[src/rtl/serial_subtractor.sv]
// Bit-serial 16-bit subtractor r = A - B with borrow/zero/neg/ovf flags.
// One difference bit per cycle, LSB first, behind valid/ready handshakes on both sides.
module serial_subtractor (
  input  logic          CLK,
  input  logic          RST,
  input  logic          in_valid,
  output logic          in_ready,
  input  logic [15:0]   A,
  input  logic [15:0]   B,
  output logic          out_valid,
  input  logic          out_ready,
  output logic [15:0]   r,
  output logic          borrow,
  output logic          zero,
  output logic          neg,
  output logic          ovf
);

  localparam int unsigned W  = 16;
  localparam int unsigned CW = 4;

  typedef enum logic [1:0] {IDLE, SHIFT, DONE} state_t;

  state_t         state, state_nxt;
  logic [W-1:0]   a_sh, b_sh;
  logic [W-2:0]   pr;
  logic [CW-1:0]  cnt;
  logic           bw, sa, sb;

  logic           d_c, bw_nxt_c, last_c;
  logic [W-1:0]   res_c;

  // Next state plus the one-bit full-subtractor slice feeding the shift registers.
  always_comb begin
    state_nxt = state;
    d_c       = a_sh[0] ^ b_sh[0] ^ bw;
    bw_nxt_c  = (~a_sh[0] & b_sh[0]) | (~(a_sh[0] ^ b_sh[0]) & bw);
    res_c     = {d_c, pr};
    last_c    = (cnt == CW'(W - 1));
    case (state)
      IDLE:    if (in_valid)  state_nxt = SHIFT;
      SHIFT:   if (last_c)    state_nxt = DONE;
      DONE:    if (out_ready) state_nxt = IDLE;
      default: state_nxt = IDLE;
    endcase
  end

  always_ff @(posedge CLK) begin
    if (RST) begin
      state     <= IDLE;
      a_sh      <= '0;
      b_sh      <= '0;
      pr        <= '0;
      cnt       <= '0;
      bw        <= 1'b0;
      sa        <= 1'b0;
      sb        <= 1'b0;
      in_ready  <= 1'b1;
      out_valid <= 1'b0;
      r         <= '0;
      borrow    <= 1'b0;
      zero      <= 1'b0;
      neg       <= 1'b0;
      ovf       <= 1'b0;
    end else begin
      state <= state_nxt;
      case (state)
        IDLE: begin
          if (in_valid) begin
            a_sh     <= A;
            b_sh     <= B;
            sa       <= A[W-1];
            sb       <= B[W-1];
            bw       <= 1'b0;
            cnt      <= '0;
            pr       <= '0;
            in_ready <= 1'b0;
          end
        end
        SHIFT: begin
          a_sh <= a_sh >> 1;
          b_sh <= b_sh >> 1;
          pr   <= res_c[W-1:1];
          bw   <= bw_nxt_c;
          cnt  <= cnt + CW'(1);
          // Final bit: publish the result; flags use only latched signs.
          if (last_c) begin
            r         <= res_c;
            borrow    <= bw_nxt_c;
            zero      <= (res_c == '0);
            neg       <= res_c[W-1];
            ovf       <= (sa != sb) && (res_c[W-1] != sa);
            out_valid <= 1'b1;
          end
        end
        DONE: begin
          if (out_ready) begin
            out_valid <= 1'b0;
            in_ready  <= 1'b1;
          end
        end
        default: ;
      endcase
    end
  end

endmodule

[config.mk]
export PLATFORM = sky130hd
export DESIGN_NAME = serial_subtractor
export DESIGN_NICKNAME = d
export VERILOG_FILES = /design/src/rtl/serial_subtractor.sv
export SDC_FILE = /design/constraint.sdc
export NUM_CORES = 1
export LEC_CHECK = 0
export CORE_ASPECT_RATIO = 2
export CORE_MARGIN = 2
export CORE_UTILIZATION = 33
export CTS_BUF_LIST = sky130_fd_sc_hd__clkbuf_4 sky130_fd_sc_hd__clkbuf_8 sky130_fd_sc_hd__clkbuf_16
export DETAILED_ROUTE_END_ITERATION = 12
export DONT_BUFFER_PORTS = 1
export PLACE_DENSITY = 0.5
export SLEW_MARGIN = 20
export SYNTH_ARGS = -nofsm -noshare
export SYNTH_HDL_FRONTEND = slang
export SYNTH_SLANG_ARGS = --single-unit
export TNS_END_PERCENT = 100
[constraint.sdc]
create_clock -name CLK -period 1.8 [get_ports CLK]
set_clock_uncertainty 0.15 [all_clocks]
set_input_delay 0.36 -clock CLK [delete_from_list [all_inputs] [get_ports CLK]]
set_output_delay 0.36 -clock CLK [all_outputs]
set_load 0.01 [all_outputs]
==> results_dict.tcl <==
set metrics [dict create \
    status "finished, violations left" \
    failed_checks "negative hold slack" \
    cts_made_buffers 9 \
    synth_adder_area_share_pct 0.997 \
    antenna_found_initial 0 \
    drc 0 \
    final_max_slew_viol_count 0 \
    crit_fanout 6 \
    leakage_nw 1.18 \
    dr.pass1.iters 4 \
    synthesis.nets 404 \
    hold_start "RST" \
    arrival_ns 1.77 \
    end_kind "flip-flop" \
    r2r-end "in_ready" \
    powerDensity_nw_per_um2 1130 \
    synth-seq-area-share_pct 47.2 \
    wirelength_mm 7.93 \
    synth_cells 366 \
    portBuffers 0 \
    clock-sinks 77 \
    worstSetupStartpointType "flip-flop" \
    min_to "cnt[3]" \
    post-route-period-util_pct 94.4 \
    grt.total_usage_pct 15.7 \
    yosys.cell_types.count 38 \
    relSlewSlack_pct 62.7 \
    tritoncts "yes" \
    die-area_um2 10800 \
    fmax_mhz 589 \
    rows 51 \
    fillers 1035 \
    synth-edff-count 0 \
    drive_above_1_share_pct 20.2 \
    root_buffer "clkbuf_16" \
    ys_ff_latch 77 \
    drt.antenna.violating_nets 0 \
    clk_latency_ns 0.33 \
    hpwl_mm 5.13 \
    critical_path_class "reg2reg" \
    wire_per_inst_um 16.1 \
    synth.mux.area_fraction_pct 0.307 \
    synth_top_family_by_area "compound AO/OA/AOI/OAI gates" \
    grt_start_max_net_pins 79 \
    clock_tree.htree_level_count 3 \
    min_period_ns 1.70 \
    r2r_cells 5 \
    avgSynthCellArea_um2 8.92 \
    fin_area_um2 3740 \
    rrSetupSlack_ns 0.10 \
    clk_path_buf_depth 2 \
    async_flop_share_pct 0 \
    holdPathStages 1 \
    rsz0062_at_grt "false" \
    cp.required_ns 1.87 \
    overflow 0 \
    vias 2600 \
    io_pins 58 \
    start_util_pct 33.7 \
    grt_first_pass_wirelength_mm 12.8 \
    synth_compound_area_share_pct 23.6 \
    area_growth_pct 14.5 \
    synthSimpleGateAreaFrac_pct 20.6 \
    synth_xor_area_share_pct 0.268 \
    whs_ns -0.0537 \
    tns_ns 0 \
    ys_warn_count 0 \
    coreArea_um2 9700 \
    place_area_um2 3370 \
    setup_viol 0 \
    final_nets 394 \
    max_cap_viol_count 0 \
    netlist_area_um2 3260 \
    tightest_slew_ns 0.554 \
    fp.dieH_um 145 \
    dieWidth_um 74.3 \
    hold_class "in2reg" \
    gp_congestion 0.703 \
    cts-hold-fix-buffers 1 \
    clkTransAtPathRegs_ns 0.06 \
    ir_drop_uv 455 \
    grt_pass1_vias 2531 \
    vias_per_cell 5.27 \
    n_antenna_cell 0 \
    drt_iter0_drc 134 \
    yosys_most_used_dff "dfxtp_1" \
    hold_viol_final 75 \
    r2r-start "state[0]" \
]
-- worst max path at each step --
stage                   from        to  slack (ns)  depth (start not counted)
finish              state[0]  in_ready        0.10                          5
global route        state[0]  in_ready        0.02                          5
CTS                 state[0]  in_ready        0.05                          5
detailed placement  state[0]   b_sh[0]        0.11                          4
global placement     b_sh[0]       ovf        0.15                          5
floorplan            b_sh[0]       ovf        0.23                          5
-- power breakdown --
| part | total, mW | leakage, nW | switching (mW) | internal [mW] |
|---|---|---|---|---|
| Sequential | 1.81 | 0.627 | 0.0383 | 1.77 |
| Clock | 2.10 | 0.162 | 0.736 | 1.36 |
| Combinational | 0.311 | 0.394 | 0.187 | 0.124 |
| Total | 4.21 | 1.18 | 0.961 | 3.25 |
-- cell usage after synthesis, drive strengths merged (2+ instances only) --
library cell	number	share of area, %
nor2	10	1.1
o21ai	18	2.8
a21oi	70	13
buf	25	5.2
nor3b	2	0.81
nand2b	3	0.65
clkbuf	11	1.3
nor3	6	0.92
a22oi	26	6.0
nand2	50	5.7
inv	5	0.57
nor4	7	1.3
nor2b	2	0.38
nand3	37	8.3
o21bai	2	0.46
dfxtp	77	47
-- state kept, by name, indices dropped and copies added, names as in the netlist, 2 cells and up --
name,cells
r,16
cnt,4
pr,15
a_sh,16
b_sh,16
state,2
-- routing by layer --
layer	up-vias	wire length, µm	track usage, %
met3	12	325	3.60
met5	-	0	0
met2	52	4340	27.4
met1	1261	3060	17.4
li1	1275	-	-
met4	0	201	8.18
-- timing repair --
item | 4_1_cts | 5_1_grt
setup buffers | 0 | 0
endpoints found under the hold margin | 76 | 75
resized for setup | 0 | 3
setup endpoints to repair | 0 | 3
-- layout make-up --
cell class / instances / area, µm² / share of cell area [%]
inverters: 5 / 18.8 / 0.502
clock buffers: 9 / 225 / 6.02
repair buffers: 15 / 156 / 4.18
flip-flops and latches: 77 / 1540 / 41.3
clock inverters: 7 / 123 / 3.28
well taps: 132 / 165 / 4.42
multi-input cells: 248 / 1510 / 40.3
-- metrics by stage --
step / hold slack [ns] / setup WS, ns / total power, mW / util [%] / instances
after floorplan: 0.286 / 0.232 / 2.11 / - / 366
after global placement: 0.285 / 0.153 / 2.14 / 34.8 / 476
after detailed placement: 0.286 / 0.112 / 2.15 / 34.8 / 476
after CTS: -0.0738 / 0.0523 / 4.27 / 38.5 / 493
after global routing: -0.0820 / 0.0192 / 4.39 / 38.5 / 493
final: -0.0537 / 0.101 / 4.21 / 38.5 / 493
-- layout by cell type (no fill, tap or decap), types with 6 or more instances in the layout --
master	count
nor2_1	10
o21ai_0	18
nor3_1	6
nor4_1	7
nand2_1	50
nand3_2	17
nand3_1	20
clkbuf_16	9
dfxtp_1	76
a21oi_2	18
a21oi_1	52
buf_4	10
a22oi_1	26
-- worst max-delay path: stages (launching register included) --
cell and delay, ns:
dfxtp_2 0.36, buf_4 0.16, nand2b_1 0.15, a21oi_1 0.15, o21bai_1 0.07, dlygate4sd3_1 0.55
-- kinds of logic after synthesis --
kind of cell             after synthesis
AO/OA/AOI/OAI                        121
XOR/XNOR                               1
adder cells (fa/ha/maj)                2
buffers and inverters                 41
flip-flops                            77
multiplexers                           1
AND/OR/NAND/NOR                      123
(Power assumes the default switching activity.)
